`src/rtl/lsu_queued.sv`:
```
// Queued load/store unit: in-order request FIFO feeding a single-outstanding memory sequencer.
// Optional misalignment fault on dispatch is enabled with `define LSU_ALIGN_CHECK_EN.
module lsu_queued #(
  parameter int ADDR_W = 64,
  parameter int DATA_W = 64,
  parameter int QDEPTH = 4,
  parameter int TAG_W  = 6,
  parameter int OFF_W  = 12
) (
  input  logic                     clk,
  input  logic                     rst_n,
  input  logic                     req_valid,
  output logic                     req_ready,
  input  logic [1:0]               req_op,
  input  logic [ADDR_W-1:0]        req_base,
  input  logic signed [OFF_W-1:0]  req_off,
  input  logic [DATA_W-1:0]        req_wdata0,
  input  logic [DATA_W-1:0]        req_wdata1,
  input  logic [TAG_W-1:0]         req_tag0,
  input  logic [TAG_W-1:0]         req_tag1,
  output logic                     mem_ren,
  output logic [ADDR_W-1:0]        mem_raddr,
  input  logic                     mem_rvalid,
  input  logic [DATA_W-1:0]        mem_rdata,
  output logic                     mem_wen,
  output logic [ADDR_W-1:0]        mem_waddr,
  output logic [DATA_W-1:0]        mem_wdata,
  input  logic                     mem_wready,
  output logic                     wb_valid,
  output logic [TAG_W-1:0]         wb_tag,
  output logic [DATA_W-1:0]        wb_data,
  output logic                     wb_store,
  output logic                     wb_fault,
  output logic                     busy
);

  localparam int PTR_W  = $clog2(QDEPTH);
  localparam int CNT_W  = PTR_W + 1;
  localparam int STRIDE = DATA_W / 8;

  typedef struct packed {
    logic [1:0]        op;
    logic [ADDR_W-1:0] addr0;
    logic [ADDR_W-1:0] addr1;
    logic [DATA_W-1:0] wdata0;
    logic [DATA_W-1:0] wdata1;
    logic [TAG_W-1:0]  tag0;
    logic [TAG_W-1:0]  tag1;
  } entry_t;

  typedef enum logic [2:0] {IDLE, RD0, RD1, WR0, WR1, WB} state_t;

  function automatic logic [ADDR_W-1:0] eff_addr(input logic [ADDR_W-1:0] base,
                                                 input logic signed [OFF_W-1:0] off);
    return base + {{(ADDR_W-OFF_W){off[OFF_W-1]}}, off};
  endfunction

  entry_t             fifo_q [QDEPTH];
  entry_t             enq_p0;
  entry_t             head;
  entry_t             cur_p1;
  logic [PTR_W-1:0]   wr_ptr;
  logic [PTR_W-1:0]   rd_ptr;
  logic [CNT_W-1:0]   count;
  logic               push;
  logic               pop;
  logic               empty;
  logic               head_misal;
  logic               cur_fault;
  state_t             state_q;
  state_t             state_n;
  logic               rd_done;
  logic               wb_vld_p2;
  logic [TAG_W-1:0]   wb_tag_p2;
  logic [DATA_W-1:0]  wb_data_p2;

  // Stage p0: address generation at enqueue, FIFO write
  always_comb begin
    enq_p0        = '0;
    enq_p0.op     = req_op;
    enq_p0.addr0  = eff_addr(req_base, req_off);
    enq_p0.addr1  = enq_p0.addr0 + ADDR_W'(STRIDE);
    enq_p0.wdata0 = req_wdata0;
    enq_p0.wdata1 = req_wdata1;
    enq_p0.tag0   = req_tag0;
    enq_p0.tag1   = req_tag1;
  end

  // Ready comes only from registered occupancy, so a same-cycle pop never frees a slot.
  assign req_ready = (count != CNT_W'(QDEPTH));
  assign empty     = (count == '0);
  assign push      = req_valid & req_ready;
  assign head      = fifo_q[rd_ptr];

`ifdef LSU_ALIGN_CHECK_EN
  localparam int AL_W = (STRIDE > 1) ? $clog2(STRIDE) : 1;
  assign head_misal = |head.addr0[AL_W-1:0];
`else
  assign head_misal = 1'b0;
`endif

  always_ff @(posedge clk) begin
    if (push) fifo_q[wr_ptr] <= enq_p0;
  end

  always_ff @(posedge clk or negedge rst_n) begin
    if (!rst_n) begin
      wr_ptr <= '0;
      rd_ptr <= '0;
      count  <= '0;
    end else begin
      if (push) wr_ptr <= wr_ptr + 1'b1;
      if (pop)  rd_ptr <= rd_ptr + 1'b1;
      count <= count + CNT_W'(push) - CNT_W'(pop);
    end
  end

  // Stage p1: dispatched op held for the duration of its memory accesses
  always_ff @(posedge clk) begin
    if (pop) cur_p1 <= head;
  end

  always_ff @(posedge clk or negedge rst_n) begin
    if (!rst_n) begin
      state_q   <= IDLE;
      cur_fault <= 1'b0;
    end else begin
      state_q <= state_n;
      if (pop) cur_fault <= head_misal;
    end
  end

  always_comb begin
    state_n = state_q;
    pop     = 1'b0;
    case (state_q)
      IDLE: if (!empty) begin
        pop = 1'b1;
        if (head_misal)      state_n = WB;
        else if (head.op[0]) state_n = WR0;
        else                 state_n = RD0;
      end
      RD0:     if (mem_rvalid) state_n = cur_p1.op[1] ? RD1 : IDLE;
      RD1:     if (mem_rvalid) state_n = IDLE;
      WR0:     if (mem_wready) state_n = cur_p1.op[1] ? WR1 : WB;
      WR1:     if (mem_wready) state_n = WB;
      WB:      state_n = IDLE;
      default: state_n = IDLE;
    endcase
  end

  always_comb begin
    mem_ren   = 1'b0;
    mem_raddr = '0;
    mem_wen   = 1'b0;
    mem_waddr = '0;
    mem_wdata = '0;
    case (state_q)
      RD0: begin mem_ren = 1'b1; mem_raddr = cur_p1.addr0; end
      RD1: begin mem_ren = 1'b1; mem_raddr = cur_p1.addr1; end
      WR0: begin mem_wen = 1'b1; mem_waddr = cur_p1.addr0; mem_wdata = cur_p1.wdata0; end
      WR1: begin mem_wen = 1'b1; mem_waddr = cur_p1.addr1; mem_wdata = cur_p1.wdata1; end
      default: ;
    endcase
  end

  // Stage p2: load data captured on the read handshake, presented the following cycle
  assign rd_done = mem_ren & mem_rvalid;

  always_ff @(posedge clk or negedge rst_n) begin
    if (!rst_n) wb_vld_p2 <= 1'b0;
    else        wb_vld_p2 <= rd_done;
  end

  always_ff @(posedge clk) begin
    if (rd_done) begin
      wb_tag_p2  <= (state_q == RD1) ? cur_p1.tag1 : cur_p1.tag0;
      wb_data_p2 <= mem_rdata;
    end
  end

  // Load writebacks and WB-state completions can never coincide: an IDLE cycle always separates them.
  always_comb begin
    wb_valid = wb_vld_p2;
    wb_tag   = wb_vld_p2 ? wb_tag_p2 : '0;
    wb_data  = wb_vld_p2 ? wb_data_p2 : '0;
    wb_store = 1'b0;
    wb_fault = 1'b0;
    if (state_q == WB) begin
      wb_valid = 1'b1;
      wb_tag   = cur_p1.tag0;
      wb_data  = '0;
      wb_store = cur_p1.op[0];
      wb_fault = cur_fault;
    end
  end

  assign busy = !empty || (state_q != IDLE);

endmodule
```
`config.mk`:
```
export PLATFORM = sky130hd
export DESIGN_NAME = lsu_queued
export DESIGN_NICKNAME = d
export VERILOG_FILES = /design/src/rtl/lsu_queued.sv
export SDC_FILE = /design/constraint.sdc
export NUM_CORES = 1
export LEC_CHECK = 0
export BUFFER_PORTS_ARGS = -buffer_cell sky130_fd_sc_hd__buf_2
export CORE_ASPECT_RATIO = 1.1
export CORE_MARGIN = 5
export CORE_UTILIZATION = 45
export CTS_CLUSTER_SIZE = 28
export DETAILED_ROUTE_END_ITERATION = 10
export GPL_TIMING_DRIVEN = 0
export PLACE_DENSITY = 0.66
export RECOVER_POWER = 25
export REMOVE_ABC_BUFFERS = 1
export SLEW_MARGIN = 40
export SYNTH_ARGS = -nofsm -noshare
export SYNTH_HDL_FRONTEND = slang
export SYNTH_SLANG_ARGS = --single-unit
```
`constraint.sdc`:
```
create_clock -name clk -period 77.6 [get_ports clk]
set_clock_uncertainty 0.1 [all_clocks]
set_input_delay 0 -clock clk [delete_from_list [all_inputs] [get_ports clk]]
set_output_delay 0 -clock clk [all_outputs]
set_load 0.02 [all_outputs]
```
==> key figures, run 1 <==
Setup path
  • Cell breakdown of the critical path: dlygate4sd3_1 -> buf_2 -> dlygate4sd3_1 -> ha_1 -> fa_1 -> a211oi_2 -> o211ai_2 -> a21oi_2 -> nor4_1 -> a211oi_1 -> o21bai_1 -> xor2_1 -> nor4b_2 -> nand3_2 -> nor4_1 -> xor2_1
  • Arr. time, crit path: ~6.6 ns
  • WP buf/inv: 3
  • FF-to-FF path depth: 14
  • Stages on the worst setup path: 16
  • Worst path slowest cell: nor4b_2
  • Worst R2R End: cur_p1[202]
  • R2R Setup Slk: between 70 and 80 ns
  • CP required: about 80 ns
  • CP Capture Point: fifo_q[0][197]
  • CP max stage delay: roughly 0.7 ns
  • CP startpoint: req_off[0]
  • Worst Path Max Fanout: 11
  • Worst setup SP type: input pin
  • Worst setup path category: input pin to flop
  • CP delay by family, top: simple AND/OR/NAND/NOR gates
  • Reg-to-reg startpoint: state_q[1]
  • CP Capture Type: flop

Yosys
  • Yosys reg bits: between 1000 and 1500
  • Post-synth cell types: 83
  • Warnings, synthesis: 0
  • Syn Area/Cell: 19.0 µm²
  • Commonest cells in the netlist: 1405 x edfxtp_1, 267 x mux4_2, 188 x a22o_1
  • Synth top area share: 73.6%
  • Post-Syn Area: about 0.057 mm²
  • Largest cells by area after synthesis: edfxtp_1 74%, mux4_2 10%, a22o_1 2.9%, ha_1 1.5%, xnor2_1 0.99%
  • Number of flops mapped to enable cells by yosys: 1405
  • Ys flop type: edfxtp_1
  • Seq/Total Area, Yosys: 74.0%
  • Area leader, netlist: edfxtp_1
  • Post-synth ARST share: 0.777%
  • Most frequent cell after synthesis: edfxtp_1
  • Syn Inst Count: 3020

Route
  • DR vias/cell: 5.56
  • Drt pass-1 iters: 5
  • Vias after detailed routing: about 34000
  • Wirelength, routed: 148000 µm
  • Antenna viol nets, final: 0
  • Initial drt markers: 2396
  • DRC: 0
  • Per-cell routed wire length: 24.5 µm

Placement
  • Area post-placement: 0.0638 mm²
  • GP Congestion: between 0.8 and 0.9
  • Port Buffers: 554
  • Post-placement cell count: 5263
  • Detailed placement HPWL: 99000 µm

Run
  • Max Cap Violations: 2

STA
  • RSZ-0062 raised after global routing: false
  • Maximum clock rate: 164 MHz
  • Slew headroom: -14.6%
  • Final hold vios: 0
  • # setup viols final: 0
  • Worst hold margin: roughly 0.052 ns
  • Actual slew at the worst max-slew pin: 1.72 ns
  • Minimum clock period: slightly above 6 ns
  • Count of final max-slew check failures: just under 50
  • Period utilization: 7.84%
  • Setup TNS: 0 ns

Floorplan
  • Core Region: around 0.13 mm²
  • Die Footprint: 0.135 mm²
  • Initial Util: approximately 45%
  • Cell Rows: 137
  • Chip width: 350 µm
  • Die H: 384 µm
  • Io pins: approximately 560

CTS
  • Setup bufs post-CTS: 0
  • Clock root buffer: clkbuf_16
  • CTS H-tree lvls: 4
  • Resize count post-CTS: 0
  • Clock sinks: 1416
  • Latest clock arrival within the worst-skew pair: 0.77 ns
  • Cts bufs inserted: about 150
  • Hold-fix buffers, CTS: 482
  • Clock buffer depth: 3
  • CTS tree: done
  • Clk slew on worst S/H paths: 0.06 ns

Finish
  • Finished Layout Cells: around 6000
  • Fin area: 0.0732 mm²
  • # nets final: around 4600
  • Share of layout cells above drive strength 1: 28.8%
  • Area Growth Syn to Fin: 27.6%
  • Fill cell count: 9366

Global routing
  • GRT Util Overall: between 20 and 25%
  • Vias in the first global route: ~35000
  • Pin count of the biggest net entering global routing: 72
  • Total grt overflow: 0
  • Antenna violations before repair: 13
  • Global-route wire length before repair: 220000 µm

Status
  • Failing checks: capacitance limit, slew limit
  • Status: finished with violations

Worst hold path
  • Hold Crit Class: input pin to flop

Pwr
  • VDD IR max: 0.0000318 V
  • Lkg Pwr: 26.2 nW
  • Pwr per Cell Area: 37.0 mW/mm²
  • Tot Pwr: approximately 2.7 mW
-- final cells by class --
| class | count | area (µm²) | area share [%] |
|---|---|---|---|
| inverter | 41 | 154 | 0.210 |
| timing repair buffer | 1203 | 9670 | 13.2 |
| sequential | 1416 | 42500 | 58.0 |
| clock inverter | 81 | 678 | 0.926 |
| clock buffer | 184 | 3840 | 5.24 |
| antenna | 14 | 35.0 | 0.0479 |
| multi-input combinational | 1418 | 14300 | 19.5 |
| tap | 1668 | 2090 | 2.85 |
-- worst min-delay path by stage --
stage	from	end	cells after the start
6_report	req_base[55]	fifo_q[3][259]	5
5_1_grt	req_base[7]	fifo_q[3][211]	4
4_1_cts	req_base[7]	fifo_q[2][211]	4
3_5_place_dp	rst_n	count[1]	1
3_3_place_gp	rst_n	count[2]	1
2_1_floorplan	rst_n	count[0]	0
-- cells in the final DEF, fill, tap and decap left out, types with 11 or more instances in the layout --
cell type,instances
clkinv_1,31
edfxtp_1,1405
xnor2_1,60
a21o_1,14
inv_1,41
nand4_1,28
a21oi_1,93
buf_4,14
clkbuf_1,42
and3_1,79
nand3_1,35
nand2_1,127
clkinv_2,21
nor4_1,15
clkbuf_16,147
o21ai_0,54
and2_1,13
a22o_1,188
nor3_1,30
o21ai_1,17
buf_16,11
mux4_2,267
ha_1,70
xor2_1,40
diode_2,14
buf_12,58
dlygate4sd3_1,483
buf_2,621
nor2_1,81
-- state kept, by name, indices dropped and copies added, names as in the netlist --
register	count
count	3
cur_p1	267
wb_tag_p2	6
wb_data_p2	64
wr_ptr	2
wb_vld_p2	1
state_q	3
fifo_q	1068
rd_ptr	2
-- logic make-up after synthesis --
family	synth area share, %
compound gates	6.01
buf+inv	1.27
fa+ha+maj	1.60
xor+xnor	1.68
flops	74.0
simple gates	4.62
mux	10.8
other cells	0.00654
-- power breakdown --
group | total, mW | switching [mW] | internal [mW] | leakage, nW
sequential | 1.20 | 0.0724 | 1.13 | 13.1
clock | 0.658 | 0.290 | 0.368 | 2.19
combinational | 0.845 | 0.492 | 0.353 | 10.9
-- layer usage --
metal,up-vias,global-route usage (%),routed length [µm]
li1,14900,-,-
met4,4,8.41,5690
met5,-,0,19
met1,17200,28.0,59300
met3,250,4.35,9190
met2,1126,36.8,73400
-- metrics by stage --
step,utilization [%],worst slack (ns)
5_1_grt,57.8,71.29
3_3_place_gp,48.7,25.57
2_1_floorplan,-,47.37
4_1_cts,57.8,71.64
3_5_place_dp,50.4,71.73
6_report,57.8,71.52
-- tightest hold or removal path, cell delays in order --
cell     delay (ns)
buf_2          0.09
ha_1           0.34
mux2i_1        0.12
o21ai_0        0.09
nor3_2         0.09
(Power assumes the default switching activity.)
==> inputs of run 2 (changes only) <==
- PLACE_DENSITY: 0.66 -> 0.69
- clock period: 77.6 -> 4.93 ns (I/O delays scaled with it)
==> key figures, run 2 (same netlist as run 1, synthesis figures left out) <==
Setup path
  • Arr. time, crit path: 5.15 ns (-1.40 ns)
  • FF-to-FF path depth: 18 (+4)
  • Worst setup SP type: input pin
  • Worst R2R End: cur_p1[266]
  • Cell breakdown of the critical path: dlygate4sd3_1 -> buf_2 -> ha_1 -> nand2_1 -> o21ai_0 -> a21oi_1 -> a211oi_2 -> o21ai_0 -> a211oi_2 -> nand4_1 -> nor3_2 -> nand3_4 -> nor4_1 -> xor2_1
  • Worst Path Max Fanout: 11 (unchanged)
  • WP buf/inv: 2 (-1)
  • CP Capture Type: flop
  • CP delay by family, top: compound AO/OA/AOI/OAI gates
  • Worst setup path category: input pin to flop
  • CP required: 5.39 ns (-72.68 ns)
  • Worst path slowest cell: a211oi_2
  • CP Capture Point: fifo_q[0][197]
  • Reg-to-reg startpoint: state_q[0]
  • CP startpoint: req_base[11]
  • CP max stage delay: 0.73 ns (+0.03 ns)
  • Stages on the worst setup path: 14 (-2)
  • R2R Setup Slk: 0.28 ns (-72.69 ns)

Route
  • Vias after detailed routing: 33800 (+0.73%)
  • Antenna viol nets, final: 0 (unchanged)
  • Drt pass-1 iters: 5 (unchanged)
  • Initial drt markers: 2410 (+0.58%)
  • Wirelength, routed: 150000 µm (+2.0%)
  • DR vias/cell: 5.62 (+1.0%)
  • Per-cell routed wire length: 25.1 µm (+2.3%)
  • DRC: 0 (unchanged)

Placement
  • Detailed placement HPWL: 101000 µm (+1.8%)
  • Area post-placement: 0.0639 mm² (+0.14%)
  • Port Buffers: 554 (unchanged)
  • GP Congestion: 0.894 (+2.0%)

Finish
  • Max reg flops: 1068 (unchanged)
  • Post-route core utilization: 57.9% (+0.072 points)
  • Top reg by flops: fifo_q
  • Top flop regs: fifo_q (1068), cur_p1 (267), wb_data_p2 (64)
  • # nets final: 4581 (-0.087%)
  • Fin area: 0.0733 mm² (+0.12%)
  • Commonest non-fill, non-tap cell in the layout: edfxtp_1
  • Fill cell count: 9259 (-1.1%)
  • Most frequent cells in the layout: 1405 x edfxtp_1, 617 x buf_2, 472 x dlygate4sd3_1, 267 x mux4_2, 188 x a22o_1
  • Share of layout cells above drive strength 1: 28.8% (about the same)
  • Area Growth Syn to Fin: 27.8%

STA
  • Actual slew at the worst max-slew pin: 2.26 ns (+0.541 ns)
  • Period utilization: 95.2%
  • Final hold vios: 0 (unchanged)
  • Count of final max-slew check failures: 55 (+12%)
  • Maximum clock rate: 213 MHz
  • Minimum clock period: 4.69 ns
  • # setup viols final: 0 (unchanged)
  • Slew headroom: -50.7% (-36 points)
  • Worst hold margin: 0.0342 ns (-0.0181 ns)
  • RSZ-0062 raised after global routing: false

Floorplan
  • Io pins: 556 (unchanged)
  • Core Region: 0.127 mm² (unchanged)
  • Die Footprint: 0.135 mm² (unchanged)
  • Die H: 384 µm (unchanged)
  • Cell Rows: 137 (unchanged)
  • Initial Util: 45.3% (unchanged)
  • Chip width: 350 µm (unchanged)

Global routing
  • GRT Util Overall: 22.1% (+0.31 points)
  • Pin count of the biggest net entering global routing: 71 (-1.4%)
  • Antenna violations before repair: 6 (-7)
  • Total grt overflow: 0 (unchanged)
  • Vias in the first global route: 35200 (+0.49%)
  • Global-route wire length before repair: 224000 µm (+1.4%)

CTS
  • Clock root buffer: clkbuf_16
  • Clock sinks: 1416 (unchanged)
  • CTS tree: done
  • Latest clock arrival within the worst-skew pair: 0.76 ns (about the same)
  • Clk slew on worst S/H paths: 0.06 ns (about the same)
  • Clock buffer depth: 3 (unchanged)
  • CTS H-tree lvls: 4 (unchanged)
  • Cts bufs inserted: 144 (-1.4%)

Pwr
  • VDD IR max: 0.000338 V (+960%)
  • Pwr per Cell Area: 588 mW/mm² (+1500%)
  • Lkg Pwr: 26.3 nW (+0.15%)

Status
  • Failing checks: capacitance limit, slew limit
  • Status: finished with violations

Worst hold path
  • Hold Crit Class: input pin to flop

Run
  • Max Cap Violations: 2 (unchanged)
==> run 2: cell count changes in the layout (fill, tap and decap cells not counted), moves of 5 or more <==
cell	before	now
diode_2	14	9
bufinv_16	4	10
clkinvlp_4	5	0
dlygate4sd3_1	483	472
==> run 2: cell type report <==
class	instances	area, µm²	share of cell area, %
well taps	1668	2090	2.85
clock buffers	177	3810	5.20
flip-flops and latches	1416	42500	58.0
inverters	41	154	0.210
diodes	9	22.5	0.0307
clock inverters	77	776	1.06
multi-input cells	1418	14300	19.5
repair buffers	1201	9650	13.2
==> run 2: power by group <==
group	internal, mW	switching [mW]
Clock	6.06	4.57
Sequential	17.8	1.09
Combinational	5.63	7.92
==> run 2: worst min path at each step <==
stage | depth (start not counted) | slack, ns | to | from
2_1_floorplan | 0 | -0.40 | count[0] | rst_n
3_3_place_gp | 1 | -0.21 | state_q[2] | rst_n
3_5_place_dp | 1 | -0.20 | state_q[2] | rst_n
4_1_cts | 3 | 0.002 | fifo_q[2][246] | req_base[42]
5_1_grt | 3 | 0.04 | fifo_q[3][221] | req_base[17]
6_report | 3 | 0.03 | fifo_q[2][221] | req_base[17]
==> run 2: through the flow <==
step           total power, mW  std cells  TNS [ns]  setup WS (ns)
4_1_cts                   43.4       5995         0         0.0780
6_report                  43.1       6007         0          0.235
3_5_place_dp              32.4       5271    -64.56          -1.10
5_1_grt                   45.0       6001         0         0.0546
3_3_place_gp              26.4       5097         -         -47.09
2_1_floorplan             25.6       2875         -         -25.30
==> run 2: worst register-to-register path, delay by kind of cell, from the launching register on <==
kind	cells	cell delay, ns
flops	1	0.54
buf+inv	17	3.27
simple gates	1	0.44
==> run 2: what timing repair did <==
item | in CTS | in global routing
endpoints found under the hold margin | 1190 | 8
setup endpoints to repair | 12 | 69
hold buffers | 470 | 2
gates cloned | 0 | 0
pin swaps | 0 | 1
setup buffers | 0 | 1
resized for setup | 2 | 7
==> run 2: routing by layer <==
| metal | GRT usage (%) | wire [µm] |
|---|---|---|
| met5 | 0 | 0 |
| met4 | 7.35 | 5000 |
| met3 | 4.31 | 10200 |
| met2 | 37.9 | 75900 |
| met1 | 28.5 | 59400 |
